`src/rtl/halt_ctrl_if.sv`:
```
// Commit-side observation and halt-report handshake between the core, the halt
// controller and the simulation harness.
interface halt_ctrl_if;
    logic        commit_valid;
    logic [31:0] commit_inst;
    logic [63:0] commit_pc;
    logic [63:0] commit_a0;
    logic        lsu_busy;
    logic        stall;
    logic        halt_valid;
    logic        halt_ready;
    logic [63:0] halt_code;
    logic [63:0] halt_pc;
    logic [63:0] halt_cycles;
    logic [1:0]  halt_cause;
    logic        halted;

    // Core/harness side
    modport master (
        output commit_valid, commit_inst, commit_pc, commit_a0, lsu_busy, halt_ready,
        input  stall, halt_valid, halt_code, halt_pc, halt_cycles, halt_cause, halted
    );

    // Halt controller side
    modport slave (
        input  commit_valid, commit_inst, commit_pc, commit_a0, lsu_busy, halt_ready,
        output stall, halt_valid, halt_code, halt_pc, halt_cycles, halt_cause, halted
    );
endinterface

```
`src/rtl/halt_ctrl.sv`:
```
// Halt controller: freezes the core on a committed ebreak, waits for the LSU to
// drain (bounded by a timeout) and hands a one-shot halt report to the harness.
module halt_ctrl #(
    parameter logic [31:0] EBREAK_INST   = 32'h00100073,
    parameter int unsigned DRAIN_TIMEOUT = 1024
) (
    input  logic        clock,
    input  logic        reset,
    halt_ctrl_if.slave  hc
);

    localparam int unsigned DCW = (DRAIN_TIMEOUT > 1) ? $clog2(DRAIN_TIMEOUT) : 1;
    localparam logic [DCW-1:0] DRAIN_LAST = DCW'(DRAIN_TIMEOUT - 1);

    localparam logic [1:0] CAUSE_CLEAN   = 2'd0;
    localparam logic [1:0] CAUSE_TIMEOUT = 2'd1;

    typedef enum logic [1:0] {
        S_RUN    = 2'd0,
        S_DRAIN  = 2'd1,
        S_REPORT = 2'd2,
        S_HALTED = 2'd3
    } state_t;

    state_t          state;
    state_t          state_next;
    logic [63:0]     cycle_cnt;
    logic [DCW-1:0]  drain_cnt;
    logic [DCW-1:0]  drain_cnt_next;
    logic            capture;
    logic            cause_ld;
    logic [1:0]      cause_val;

    logic [63:0]     code_q;
    logic [63:0]     pc_q;
    logic [63:0]     cycles_q;
    logic [1:0]      cause_q;
    logic            stall_q;
    logic            valid_q;
    logic            halted_q;

    // Next-state and capture decode
    always_comb begin
        state_next     = state;
        drain_cnt_next = drain_cnt;
        capture        = 1'b0;
        cause_ld       = 1'b0;
        cause_val      = CAUSE_CLEAN;
        case (state)
            S_RUN: begin
                if (hc.commit_valid && (hc.commit_inst == EBREAK_INST)) begin
                    capture        = 1'b1;
                    drain_cnt_next = '0;
                    state_next     = S_DRAIN;
                end
            end
            S_DRAIN: begin
                // A clean drain takes priority over a coincident timeout.
                if (!hc.lsu_busy) begin
                    cause_ld   = 1'b1;
                    cause_val  = CAUSE_CLEAN;
                    state_next = S_REPORT;
                end else if (drain_cnt == DRAIN_LAST) begin
                    cause_ld   = 1'b1;
                    cause_val  = CAUSE_TIMEOUT;
                    state_next = S_REPORT;
                end else begin
                    drain_cnt_next = drain_cnt + DCW'(1);
                end
            end
            S_REPORT: begin
                if (valid_q && hc.halt_ready) begin
                    state_next = S_HALTED;
                end
            end
            S_HALTED: begin
                state_next = S_HALTED;
            end
            default: begin
                state_next = S_RUN;
            end
        endcase
    end

    // State, counters and report registers
    always_ff @(posedge clock or posedge reset) begin
        if (reset) begin
            state     <= S_RUN;
            cycle_cnt <= '0;
            drain_cnt <= '0;
            code_q    <= '0;
            pc_q      <= '0;
            cycles_q  <= '0;
            cause_q   <= CAUSE_CLEAN;
            stall_q   <= 1'b0;
            valid_q   <= 1'b0;
            halted_q  <= 1'b0;
        end else begin
            state     <= state_next;
            drain_cnt <= drain_cnt_next;
            if (state == S_RUN) begin
                cycle_cnt <= cycle_cnt + 64'd1;
            end
            if (capture) begin
                code_q   <= hc.commit_a0;
                pc_q     <= hc.commit_pc;
                cycles_q <= cycle_cnt;
            end
            if (cause_ld) begin
                cause_q <= cause_val;
            end
            // Status flags track the state register exactly, one flop each.
            stall_q  <= (state_next != S_RUN);
            valid_q  <= (state_next == S_REPORT);
            halted_q <= (state_next == S_HALTED);
        end
    end

    assign hc.stall       = stall_q;
    assign hc.halt_valid  = valid_q;
    assign hc.halt_code   = code_q;
    assign hc.halt_pc     = pc_q;
    assign hc.halt_cycles = cycles_q;
    assign hc.halt_cause  = cause_q;
    assign hc.halted      = halted_q;

endmodule

```
`src/flat_wrapper.sv`:
```
// flat-port wrapper written by rule: the top's interface ports become plain ports
module halt_ctrl_flat 
#(
    parameter logic [31:0] EBREAK_INST   = 32'h00100073,
    parameter int unsigned DRAIN_TIMEOUT = 1024
)
  (clock, reset, hc_commit_valid, hc_commit_inst, hc_commit_pc, hc_commit_a0, hc_lsu_busy, hc_halt_ready, hc_stall, hc_halt_valid, hc_halt_code, hc_halt_pc, hc_halt_cycles, hc_halt_cause, hc_halted);
  halt_ctrl_if hc_i ();
  input  logic clock;
  input  logic reset;
  input wire logic [$bits(hc_i.commit_valid)-1:0] hc_commit_valid;
  input wire logic [$bits(hc_i.commit_inst)-1:0] hc_commit_inst;
  input wire logic [$bits(hc_i.commit_pc)-1:0] hc_commit_pc;
  input wire logic [$bits(hc_i.commit_a0)-1:0] hc_commit_a0;
  input wire logic [$bits(hc_i.lsu_busy)-1:0] hc_lsu_busy;
  input wire logic [$bits(hc_i.halt_ready)-1:0] hc_halt_ready;
  output wire logic [$bits(hc_i.stall)-1:0] hc_stall;
  output wire logic [$bits(hc_i.halt_valid)-1:0] hc_halt_valid;
  output wire logic [$bits(hc_i.halt_code)-1:0] hc_halt_code;
  output wire logic [$bits(hc_i.halt_pc)-1:0] hc_halt_pc;
  output wire logic [$bits(hc_i.halt_cycles)-1:0] hc_halt_cycles;
  output wire logic [$bits(hc_i.halt_cause)-1:0] hc_halt_cause;
  output wire logic [$bits(hc_i.halted)-1:0] hc_halted;
  assign hc_i.commit_valid = hc_commit_valid;
  assign hc_i.commit_inst = hc_commit_inst;
  assign hc_i.commit_pc = hc_commit_pc;
  assign hc_i.commit_a0 = hc_commit_a0;
  assign hc_i.lsu_busy = hc_lsu_busy;
  assign hc_i.halt_ready = hc_halt_ready;
  assign hc_stall = hc_i.stall;
  assign hc_halt_valid = hc_i.halt_valid;
  assign hc_halt_code = hc_i.halt_code;
  assign hc_halt_pc = hc_i.halt_pc;
  assign hc_halt_cycles = hc_i.halt_cycles;
  assign hc_halt_cause = hc_i.halt_cause;
  assign hc_halted = hc_i.halted;
  halt_ctrl #(.EBREAK_INST(EBREAK_INST), .DRAIN_TIMEOUT(DRAIN_TIMEOUT)) u_core (.clock(clock), .reset(reset), .hc(hc_i));
endmodule
```
`config.mk`:
```
export PLATFORM = sky130hd
export DESIGN_NAME = halt_ctrl_flat
export DESIGN_NICKNAME = d
export VERILOG_FILES = /design/src/rtl/halt_ctrl_if.sv /design/src/rtl/halt_ctrl.sv /design/src/flat_wrapper.sv
export SDC_FILE = /design/constraint.sdc
export NUM_CORES = 1
export LEC_CHECK = 0
export CORE_MARGIN = 1.5
export CORE_UTILIZATION = 36
export CTS_CLUSTER_SIZE = 14
export DETAILED_ROUTE_END_ITERATION = 10
export PLACE_DENSITY = 0.75
export SLEW_MARGIN = 20
export SYNTH_ARGS = -nofsm -noshare
export SYNTH_HDL_FRONTEND = slang
export SYNTH_SLANG_ARGS = --single-unit
```
`constraint.sdc`:
```
create_clock -name clock -period 12.7 [get_ports clock]
set_input_delay 3.175 -clock clock [delete_from_list [all_inputs] [get_ports clock]]
set_output_delay 3.175 -clock clock [all_outputs]
set_load 0.01 [all_outputs]
```
-- After elaboration in Yosys (flattened, before gate mapping)
Index checks and enable logic that the tools add are counted.
- register bits: 273
- output and inout port bits: 197
- logic and storage cells: 45
- add/subtract/negate cells: 2
- eq/ne operators: 10
- mux-type cells: 17
- reductions and logical operators: 6
- operator list (cell ; count):
    64-bit by 1-bit adder with 64-bit output (second input constant) ; 1
    32-bit by 21-bit equality test with 1-bit output (second input constant) ; 1
    10-bit two-way mux ; 3
    10-bit one-hot mux with 2 select lines ; 1
    2-bit two-way mux ; 6
    10-bit by 1-bit adder with 10-bit output (second input constant) ; 1
    10-bit equality test (second input constant) ; 1
    2-bit equality test (second input constant) ; 4
    2-bit one-hot mux with 4 select lines ; 1
    1-bit two-way mux ; 6
    2-bit inequality test (second input constant) ; 2
    4-bit AND reduction ; 1
    2-bit nonzero test ; 2
    2-bit by 1-bit equality test with 1-bit output (second input constant) ; 1
    1-bit logical AND ; 2
    2-bit logical NOT ; 1
    2-bit by 1-bit inequality test with 1-bit output (second input constant) ; 1

-- Longest topological paths before layout
Gate-level depths: netlist (run 1).
- depth after elaboration: 5
- depth in mapped cells: 7

-- Worst setup path before layout (run 1)
OpenSTA, ideal clock, no wires.
- path type: input to register
- start: in hc_commit_inst[28]
- end: reg u_core.code_q[57], in the netlist u_core.hc.halt_code[57]
- arrival: 4.771 ns
- setup slack: 7.804 ns
- stages on the path: 6
- path through: nor4b_1 -> nand4_1 -> nor4_4 -> buf_2 -> buf_2 -> mux2_2
- cells in the longest elaborated chain, start to end: 4
- RTL lines (item ; line ; source):
    start, declared ; flat_wrapper.sv:12 ; input wire logic [$bits(hc_i.commit_inst)-1:0] hc_commit_inst;
    32-bit by 21-bit equality test with 1-bit output ; halt_ctrl.sv:51 ; if (hc.commit_valid && (hc.commit_inst == EBREAK_INST)) begin
    1-bit logical AND ; halt_ctrl.sv:51 ;
    1-bit two-way mux ; halt_ctrl.sv:51 ;
    1-bit two-way mux ; halt_ctrl.sv:49 ; case (state)
    end signal, assigned ; halt_ctrl.sv:105 ; code_q <= hc.commit_a0;
    end, declared ; halt_ctrl.sv:34 ; logic [63:0] code_q;
Every way passes these cells.
A chain may end at the register's enable or synchronous reset.

-- Worst setup path in the final report (run 1)
- start: in hc_commit_inst[8]
- end: reg u_core.drain_cnt[9]
- cells in the longest elaborated chain, start to end: 4
- RTL lines (item ; line ; source):
    32-bit by 21-bit equality test with 1-bit output ; halt_ctrl.sv:51 ;
    1-bit logical AND ; halt_ctrl.sv:51 ;
    2-bit by 1-bit inequality test with 1-bit output (no line) ; - ;
    4-bit AND reduction (no line) ; - ;
    end signal, assigned ; halt_ctrl.sv:100 ; drain_cnt <= drain_cnt_next;
    end, declared ; halt_ctrl.sv:28 ; logic [DCW-1:0] drain_cnt;
Every way passes these cells.

==> flow_summary.html, run 1 <==
<table>
<tr><th>Metric</th><th>Value</th></tr>
<tr><th colspan="2">Clocking</th></tr>
<tr><td>TritonCTS clock tree</td><td>built</td></tr>
<tr><td>Inserted Clock Buffers</td><td>30</td></tr>
<tr><td>Insertion delay of the later-clocked pin in the worst-skew pair</td><td>0.54 ns</td></tr>
<tr><td>Clock H-tree levels</td><td>1</td></tr>
<tr><td>TritonCTS Sinks</td><td>272</td></tr>
<tr><td>Largest buffer count on any clock path</td><td>3</td></tr>
<tr><td>Worst-path clk slew</td><td>0.06 ns</td></tr>
<tr><td>Hold bufs inserted after CTS</td><td>0</td></tr>
<tr><td>Setup Fix Bufs, Post-CTS</td><td>0</td></tr>
<tr><td>CTS-repair resized insts</td><td>0</td></tr>
<tr><td>Root buffer selected by CTS</td><td>clkbuf_16</td></tr>
<tr><th colspan="2">Floorplan</th></tr>
<tr><td>Top Ports</td><td>362</td></tr>
<tr><td>Rows</td><td>63</td></tr>
<tr><td>Full die area</td><td>31500 µm²</td></tr>
<tr><td>Core Footprint</td><td>29800 µm²</td></tr>
<tr><td>Chip Height</td><td>178 µm</td></tr>
<tr><td>X dimension of the die</td><td>178 µm</td></tr>
<tr><td>Starting utilization of the core area</td><td>36.8%</td></tr>
<tr><th colspan="2">Cells and area</th></tr>
<tr><td>Non-Filler Cell Area, Final</td><td>16000 µm²</td></tr>
<tr><td>Final Net Count</td><td>1305</td></tr>
<tr><td>Most frequent cells in the layout</td><td>360 x clkdlybuf4s50_1, 272 x dfrtp_1, 193 x mux2_2</td></tr>
<tr><td>Most common cell after layout, fill and taps aside</td><td>clkdlybuf4s50_1</td></tr>
<tr><td>Area growth syn-to-layout</td><td>45.8%</td></tr>
<tr><td>Share of post-route cells with drive strength above 1</td><td>22.3%</td></tr>
<tr><td>Number of standard cells in the final layout excluding fillers</td><td>1549</td></tr>
<tr><td>Antenna Diode Count</td><td>0</td></tr>
<tr><th colspan="2">Logic synthesis</th></tr>
<tr><td>Share of async-settable or async-resettable flops after synthesis</td><td>100%</td></tr>
<tr><td>Post-synthesis net count</td><td>936</td></tr>
<tr><td>Yosys reg bits</td><td>272</td></tr>
<tr><td>Seq/Total Area, Yosys</td><td>62.0%</td></tr>
<tr><td>Count of different cell masters after synthesis</td><td>44</td></tr>
<tr><td>Total number of yosys warnings</td><td>0</td></tr>
<tr><td>Post-synth EDFFs</td><td>0</td></tr>
<tr><td>Main synth FF type</td><td>dfrtp_1</td></tr>
<tr><td>Mapped Cells</td><td>769</td></tr>
<tr><td>Syn Std Cell Area</td><td>11000 µm²</td></tr>
<tr><td>Per-instance average area after synthesis</td><td>14.3 µm²</td></tr>
<tr><th colspan="2">Drt</th></tr>
<tr><td>Routed Antenna Nets</td><td>0</td></tr>
<tr><td>Routed length per placed instance</td><td>17.1 µm</td></tr>
<tr><td>Routed via count</td><td>7496</td></tr>
<tr><td>First drt pass iteration count</td><td>4</td></tr>
<tr><td>Total Routed Length</td><td>26500 µm</td></tr>
<tr><td>Via/cell ratio</td><td>4.84</td></tr>
<tr><td>Met1 Wirelength</td><td>10500 µm</td></tr>
<tr><td>Violation count after the first detailed-route iteration</td><td>390</td></tr>
<tr><td>Post-detailed-route DRC marker count</td><td>0</td></tr>
<tr><td>Met3 routed wirelength</td><td>2310 µm</td></tr>
<tr><td>Highest routed metal layer</td><td>met4</td></tr>
<tr><td>Routed length on met2</td><td>13000 µm</td></tr>
<tr><th colspan="2">Pwr</th></tr>
<tr><td>Worst VDD drop</td><td>0.0988 mV</td></tr>
<tr><td>Internal Dissipation</td><td>1.48 mW</td></tr>
<tr><td>Net Switching</td><td>0.368 mW</td></tr>
<tr><td>Share of power burned in combinational logic</td><td>3.8%</td></tr>
<tr><td>Leakage</td><td>7.40 nW</td></tr>
<tr><td>Pwr dens</td><td>116 nW/µm²</td></tr>
<tr><td>Proportion of power drawn by flip-flops and latches</td><td>46.9%</td></tr>
<tr><td>Sw Ratio</td><td>19.9%</td></tr>
<tr><td>Clock power frac</td><td>49.3%</td></tr>
<tr><th colspan="2">Timing</th></tr>
<tr><td>Final worst path period share</td><td>48.7%</td></tr>
<tr><td>Smallest hold slack</td><td>0.462 ns</td></tr>
<tr><td>Fin. max-slew vios</td><td>0</td></tr>
<tr><td>Maximum clock frequency</td><td>162 MHz</td></tr>
<tr><td>Final Setup Violations</td><td>0</td></tr>
<tr><td>Max-slew headroom</td><td>6.83%</td></tr>
<tr><td>Worst-Margin Slew</td><td>1.40 ns</td></tr>
<tr><td>Final Critical Period</td><td>6.18 ns</td></tr>
<tr><td>Post-route setup TNS</td><td>0 ns</td></tr>
<tr><td>Unrepaired setup endpoints after global routing</td><td>false</td></tr>
<tr><td>Final Hold Violating Endpoints</td><td>0</td></tr>
<tr><td>Final worst clock skew</td><td>0.0157 ns</td></tr>
<tr><th colspan="2">GRT</th></tr>
<tr><td>Number of global-route vias before repair</td><td>7777</td></tr>
<tr><td>Largest net degree at the start of global routing</td><td>190</td></tr>
<tr><td>Gr usage total</td><td>16.5%</td></tr>
<tr><td>Overflow left after global routing</td><td>0</td></tr>
<tr><td>Global-route wire length before repair</td><td>41400 µm</td></tr>
<tr><td>Number of antenna violations at the first check in global routing</td><td>0</td></tr>
<tr><th colspan="2">Critical path</th></tr>
<tr><td>Setup CP Type</td><td>input port to register</td></tr>
<tr><td>Buf+Inv Stages, Crit Path</td><td>2</td></tr>
<tr><td>Launch instance of the worst register-to-register path</td><td>u_core.state[0]$_DFF_PP0_</td></tr>
<tr><td>Biggest fanout along the worst timing path</td><td>189</td></tr>
<tr><td>Capturing element type of the critical path</td><td>register</td></tr>
<tr><td>Delay of the slowest cell on the worst path</td><td>0.54 ns</td></tr>
<tr><td>Top cell family by delay on the critical path</td><td>simple AND/OR/NAND/NOR gates</td></tr>
<tr><td>Startpoint type of the worst setup path</td><td>input port</td></tr>
<tr><td>Slowest library cell on the worst path</td><td>nor4_4</td></tr>
<tr><td>Reg-to-Reg End</td><td>u_core.drain_cnt[9]$_DFFE_PP0P_</td></tr>
<tr><td>Flop2flop setup slack</td><td>9.12 ns</td></tr>
<tr><td>Arrival time worst endpoint</td><td>6.61 ns</td></tr>
<tr><td>Path depth of the worst reg2reg path</td><td>6</td></tr>
<tr><td>Req. time, crit path</td><td>13.13 ns</td></tr>
<tr><td>Sequence of cells on the critical path</td><td>clkdlybuf4s50_1 &gt; nor4b_1 &gt; nand2_1 &gt; nor4_4 &gt; buf_12 &gt; o21ai_1 &gt; a211o_1</td></tr>
<tr><td>Stages on worst setup path</td><td>7</td></tr>
<tr><th colspan="2">Place</th></tr>
<tr><td># placed instances</td><td>1496</td></tr>
<tr><td>Final HPWL DP</td><td>18800 µm</td></tr>
<tr><td>Post-detailed-placement cell area</td><td>14900 µm²</td></tr>
<tr><td>Buffers on Ports</td><td>360</td></tr>
<tr><td>Routability-driven placement congestion ratio</td><td>0.794</td></tr>
<tr><th colspan="2">Hold path</th></tr>
<tr><td>Kind of path behind the tightest hold check</td><td>register to register</td></tr>
<tr><td>Min-Delay Endpoint</td><td>u_core.cycle_cnt[63]$_DFFE_PP0N_</td></tr>
<tr><td>Hold_sp</td><td>u_core.cycle_cnt[63]$_DFFE_PP0N_</td></tr>
<tr><td>Number of cells traversed by the worst hold path</td><td>1</td></tr>
<tr><th colspan="2">Run status</th></tr>
<tr><td>Outcome</td><td>complete, no violations</td></tr>
<tr><th colspan="2">Flow run</th></tr>
<tr><td>Total of max-cap violations</td><td>0</td></tr>
</table>
Yosys cell counts, drive strengths merged, types with 9 or more instances:
library cell / count / share of area (%)
nand4: 24 / 1.4
and3: 18 / 1.0
nor2: 27 / 0.95
buf: 25 / 1.5
nor3: 13 / 0.70
xor2: 30 / 2.4
nand3: 33 / 1.5
dfrtp: 272 / 62
nor4: 14 / 1.2
mux2: 193 / 20
xnor2: 33 / 2.6
inv: 9 / 0.31
nand2: 25 / 0.86
final cells by class:
cell class,instances,area (µm²)
sequential,272,6810
tap,390,488
timing repair buffer,363,3640
fill,2485,13800
multi-input combinational,462,3960
clock buffer,41,893
inverter,9,41.3
clock inverter,12,166
kinds of logic (layout without fill, tap and decap cells):
group / Yosys count / after routing / synth area share [%]
other: 1 / 1 / 0.0342
DFF: 272 / 272 / 62.0
adders and majority gates: 2 / 2 / 0.228
muxes: 193 / 193 / 19.8
xor gates and xnor gates: 63 / 63 / 5.03
buffers and inverters: 35 / 425 / 1.85
and+or+nand+nor: 176 / 176 / 9.34
AOI/OAI and AO/OA: 27 / 27 / 1.68
flip-flops by register name, summed over array words and instances (netlist names):
signal	flops
u_core.hc.halted	1
u_core.hc.halt_valid	1
u_core.hc.halt_code	64
u_core.hc.halt_pc	64
u_core.hc.stall	1
u_core.state	2
u_core.hc.halt_cause	1
u_core.cycle_cnt	64
u_core.drain_cnt	10
u_core.hc.halt_cycles	64
per-layer routing:
| metal | up-vias | GRT usage [%] |
|---|---|---|
| li1 | 3495 | - |
| met1 | 3672 | 20.1 |
| met2 | 281 | 27.8 |
| met3 | 48 | 5.14 |
| met4 | 0 | 4.83 |
| met5 | - | 0 |
worst max-delay path by stage:
stage,from,to,slack (ns)
6_report,hc_commit_inst[8],u_core.drain_cnt[9]$_DFFE_PP0P_,6.52
5_1_grt,reset,u_core.hc.halt_code[33]$_DFFE_PP0P_,6.60
4_1_cts,hc_commit_inst[20],u_core.drain_cnt[9]$_DFFE_PP0P_,6.80
3_5_place_dp,hc_commit_inst[20],u_core.drain_cnt[9]$_DFFE_PP0P_,6.21
3_3_place_gp,hc_commit_inst[20],u_core.drain_cnt[9]$_DFFE_PP0P_,6.26
2_1_floorplan,reset,u_core.cycle_cnt[0]$_DFFE_PP0N_,2.03
power by group through the flow:
| stage | registers (mW) | logic [mW] | clock network, mW |
|---|---|---|---|
| finish | 0.867 | 0.0701 | 0.912 |
| floorplan | 0.883 | 0.0142 | 0 |
| global route | 0.866 | 0.0767 | 0.977 |
| global placement | 0.882 | 0.0711 | 0 |
| CTS | 0.867 | 0.0722 | 0.939 |
| detailed placement | 0.882 | 0.0719 | 0 |
metrics by stage:
stage / setup slack (ns) / util (%) / total power, mW
detailed placement: 6.21 / 50.1 / 0.954
finish: 6.52 / 53.7 / 1.85
CTS: 6.80 / 53.7 / 1.88
global route: 6.60 / 53.7 / 1.92
floorplan: 2.03 / - / 0.897
global placement: 6.26 / 50.1 / 0.954
No activity file was read; power rests on OpenSTA's default activity.
==> inputs of run 2 (changes only) <==
clock period = 6.3 ns   (was 12.7 ns; I/O delays follow)
==> run 2 against run 1 <==
Effect of this change: flip-flop and latch count unchanged; clock power up 110%; final cell count up 0.26%; critical path depth down 1; first-iteration DRC count down 0.26%; clock skew down 0.0058 ns; routed wire length up 0.40%; clock-buffer cell count down 2; via count up 1.3%; largest cell class unchanged; largest power group unchanged; highest routed layer unchanged.
==> flow_summary.html, run 2 (synthesis results as in run 1) <==
<table>
<tr><th>Metric</th><th>Value</th></tr>
<tr><th colspan="2">Clocking</th></tr>
<tr><td>Insertion delay of the later-clocked pin in the worst-skew pair</td><td>0.54 ns (about the same)</td></tr>
<tr><td>Clock H-tree levels</td><td>1 (unchanged)</td></tr>
<tr><td>Setup Fix Bufs, Post-CTS</td><td>0 (unchanged)</td></tr>
<tr><td>TritonCTS clock tree</td><td>built (unchanged)</td></tr>
<tr><td>Largest buffer count on any clock path</td><td>3 (unchanged)</td></tr>
<tr><td>Hold bufs inserted after CTS</td><td>0 (unchanged)</td></tr>
<tr><td>Root buffer selected by CTS</td><td>clkbuf_16 (unchanged)</td></tr>
<tr><td>CTS-repair resized insts</td><td>0 (unchanged)</td></tr>
<tr><td>TritonCTS Sinks</td><td>272 (unchanged)</td></tr>
<tr><td>Inserted Clock Buffers</td><td>30 (unchanged)</td></tr>
<tr><td>Worst-path clk slew</td><td>0.06 ns (about the same)</td></tr>
<tr><th colspan="2">Flow run</th></tr>
<tr><td>Total of max-cap violations</td><td>0 (unchanged)</td></tr>
<tr><th colspan="2">Timing</th></tr>
<tr><td>Final worst clock skew</td><td>0.00986 ns (was 0.0157 ns)</td></tr>
<tr><td>Max-slew headroom</td><td>28.5% (was 6.83%)</td></tr>
<tr><td>PnR worst setup slack</td><td>2.51 ns (was 6.52 ns)</td></tr>
<tr><td>Post-route setup TNS</td><td>0 ns (unchanged)</td></tr>
<tr><td>Maximum clock frequency</td><td>264 MHz</td></tr>
<tr><td>Final Hold Violating Endpoints</td><td>0 (unchanged)</td></tr>
<tr><td>Worst-Margin Slew</td><td>1.07 ns (was 1.40 ns)</td></tr>
<tr><td>Final Critical Period</td><td>3.79 ns</td></tr>
<tr><td>Final Setup Violations</td><td>0 (unchanged)</td></tr>
<tr><td>Final worst path period share</td><td>60.2%</td></tr>
<tr><td>Unrepaired setup endpoints after global routing</td><td>false (unchanged)</td></tr>
<tr><td>Fin. max-slew vios</td><td>0 (unchanged)</td></tr>
<tr><th colspan="2">Critical path</th></tr>
<tr><td>Launch instance of the worst register-to-register path</td><td>u_core.state[0]$_DFF_PP0_ (unchanged)</td></tr>
<tr><td>Capturing element type of the critical path</td><td>register (unchanged)</td></tr>
<tr><td>Flop2flop setup slack</td><td>3.55 ns (was 9.12 ns)</td></tr>
<tr><td>Req. time, crit path</td><td>6.72 ns (was 13.13 ns)</td></tr>
<tr><td>Reg-to-Reg End</td><td>u_core.hc.halt_code[2]$_DFFE_PP0P_ (was u_core.drain_cnt[9]$_DFFE_PP0P_)</td></tr>
<tr><td>Setup CP Type</td><td>input port to register (unchanged)</td></tr>
<tr><td>Worst setup startpoint</td><td>hc_commit_valid (was hc_commit_inst[8])</td></tr>
<tr><td>Startpoint type of the worst setup path</td><td>input port (unchanged)</td></tr>
<tr><td>Arrival time worst endpoint</td><td>4.21 ns (was 6.61 ns)</td></tr>
<tr><td>Biggest fanout along the worst timing path</td><td>155 (was 189)</td></tr>
<tr><td>Crit path to</td><td>u_core.hc.halt_code[2]$_DFFE_PP0P_ (was u_core.drain_cnt[9]$_DFFE_PP0P_)</td></tr>
<tr><td>Path depth of the worst reg2reg path</td><td>5 (was 6)</td></tr>
<tr><th colspan="2">Floorplan</th></tr>
<tr><td>Rows</td><td>63 (unchanged)</td></tr>
<tr><td>Starting utilization of the core area</td><td>36.8% (unchanged)</td></tr>
<tr><td>Top Ports</td><td>362 (unchanged)</td></tr>
<tr><td>Chip Height</td><td>178 µm (unchanged)</td></tr>
<tr><td>Core Footprint</td><td>29800 µm² (unchanged)</td></tr>
<tr><td>X dimension of the die</td><td>178 µm (unchanged)</td></tr>
<tr><td>Full die area</td><td>31500 µm² (unchanged)</td></tr>
<tr><th colspan="2">Drt</th></tr>
<tr><td>Routed length per placed instance</td><td>17.1 µm (about the same)</td></tr>
<tr><td>First drt pass iteration count</td><td>4 (unchanged)</td></tr>
<tr><td>Violation count after the first detailed-route iteration</td><td>389 (was 390)</td></tr>
<tr><td>Total Routed Length</td><td>26600 µm (was 26500 µm)</td></tr>
<tr><td>Post-detailed-route DRC marker count</td><td>0 (unchanged)</td></tr>
<tr><td>Routed Antenna Nets</td><td>0 (unchanged)</td></tr>
<tr><td>Via/cell ratio</td><td>4.89 (was 4.84)</td></tr>
<tr><td>Routed via count</td><td>7592 (was 7496)</td></tr>
<tr><th colspan="2">Cells and area</th></tr>
<tr><td>Area of combinational cells with multiple inputs</td><td>3960 µm² (unchanged)</td></tr>
<tr><td>Fillcell total</td><td>2482 (was 2485)</td></tr>
<tr><td>Seq. cell area</td><td>6810 µm² (unchanged)</td></tr>
<tr><td>Most common cell after layout, fill and taps aside</td><td>clkdlybuf4s50_1 (unchanged)</td></tr>
<tr><td>Antenna Diode Count</td><td>0 (unchanged)</td></tr>
<tr><td>Share of post-route cells with drive strength above 1</td><td>22.8% (was 22.3%)</td></tr>
<tr><td>Most frequent cells in the layout</td><td>360 x clkdlybuf4s50_1, 272 x dfrtp_1, 193 x mux2_2 (unchanged)</td></tr>
<tr><td>Area growth syn-to-layout</td><td>46.8% (was 45.8%)</td></tr>
<tr><td>Final Net Count</td><td>1307 (was 1305)</td></tr>
<tr><th colspan="2">GRT</th></tr>
<tr><td>Largest net degree at the start of global routing</td><td>156 (was 190)</td></tr>
<tr><td>Gr usage total</td><td>16.7% (was 16.5%)</td></tr>
<tr><td>Overflow left after global routing</td><td>0 (unchanged)</td></tr>
<tr><td>Number of antenna violations at the first check in global routing</td><td>0 (unchanged)</td></tr>
<tr><td>Number of global-route vias before repair</td><td>8018 (was 7777)</td></tr>
<tr><td>Global-route wire length before repair</td><td>41800 µm (was 41400 µm)</td></tr>
<tr><th colspan="2">Place</th></tr>
<tr><td>Final HPWL DP</td><td>19100 µm (was 18800 µm)</td></tr>
<tr><td>Buffers on Ports</td><td>360 (unchanged)</td></tr>
<tr><td>Setup Slack @ Placement</td><td>1.80 ns (was 6.21 ns)</td></tr>
<tr><td>Routability-driven placement congestion ratio</td><td>0.831 (was 0.794)</td></tr>
<tr><th colspan="2">Pwr</th></tr>
<tr><td>Worst VDD drop</td><td>0.206 mV (was 0.0988 mV)</td></tr>
<tr><td>Pwr dens</td><td>237 nW/µm² (was 116 nW/µm²)</td></tr>
<tr><td>Final Total Pwr</td><td>3.82 mW (was 1.85 mW)</td></tr>
<tr><td>Leakage</td><td>7.44 nW (was 7.40 nW)</td></tr>
<tr><th colspan="2">Run status</th></tr>
<tr><td>Outcome</td><td>complete, no violations (unchanged)</td></tr>
<tr><th colspan="2">Hold path</th></tr>
<tr><td>Kind of path behind the tightest hold check</td><td>register to register (unchanged)</td></tr>
</table>
-- run 2: per-stage QoR --
step	hold WS, ns	instance area [µm²]	util, %	cells
floorplan	0.436	11000	-	769
global route	0.516	16100	54.0	1553
CTS	0.480	16100	54.0	1553
finish	0.482	16100	54.0	1553
detailed placement	0.462	15000	50.3	1498
global placement	0.460	15000	50.3	1498
-- run 2: layout make-up --
type                            count  area share [%]
Multi-Input combinational cell    462            24.6
Clock inverter                     16            1.51
Clock buffer                       39            5.50
Tap cell                          390            3.03
Sequential cell                   272            42.3
Timing Repair Buffer              365            22.8
Inverter                            9           0.233
-- run 2: how the worst min path moves through the flow --
stage | startpoint | end | depth (start not counted)
after floorplan | u_core.cycle_cnt[63]$_DFFE_PP0N_ | u_core.cycle_cnt[63]$_DFFE_PP0N_ | 1
after global placement | u_core.cycle_cnt[63]$_DFFE_PP0N_ | u_core.cycle_cnt[63]$_DFFE_PP0N_ | 1
after detailed placement | u_core.cycle_cnt[63]$_DFFE_PP0N_ | u_core.cycle_cnt[63]$_DFFE_PP0N_ | 1
after CTS | u_core.cycle_cnt[63]$_DFFE_PP0N_ | u_core.cycle_cnt[63]$_DFFE_PP0N_ | 1
after global routing | u_core.hc.halt_pc[62]$_DFFE_PP0P_ | u_core.hc.halt_pc[62]$_DFFE_PP0P_ | 1
final | u_core.cycle_cnt[63]$_DFFE_PP0N_ | u_core.cycle_cnt[63]$_DFFE_PP0N_ | 1
-- run 2: power by group --
group	total (mW)	leakage, nW	internal [mW]	switching (mW)
sequential	1.75	3.77	1.75	0.00000245
clock	1.93	0.556	1.23	0.698
combinational	0.144	3.12	0.0927	0.0511
-- run 2: worst max-delay path: stages --
cell	delay [ns]
clkdlybuf4s50_1	0.49
nor4b_1	0.31
nand4_1	0.19
nor4_4	0.38
buf_12	0.46
mux2_2	0.43
-- run 2: layer usage --
metal  vias up  global-route usage [%]  part of all wire (%)
li1       3490                       -                     -
met1      3769                    20.1                    39
met2       280                    28.1                    49
met3        53                    5.25                   8.3
met4         0                    5.85                   3.6
met5         -                       0                     0
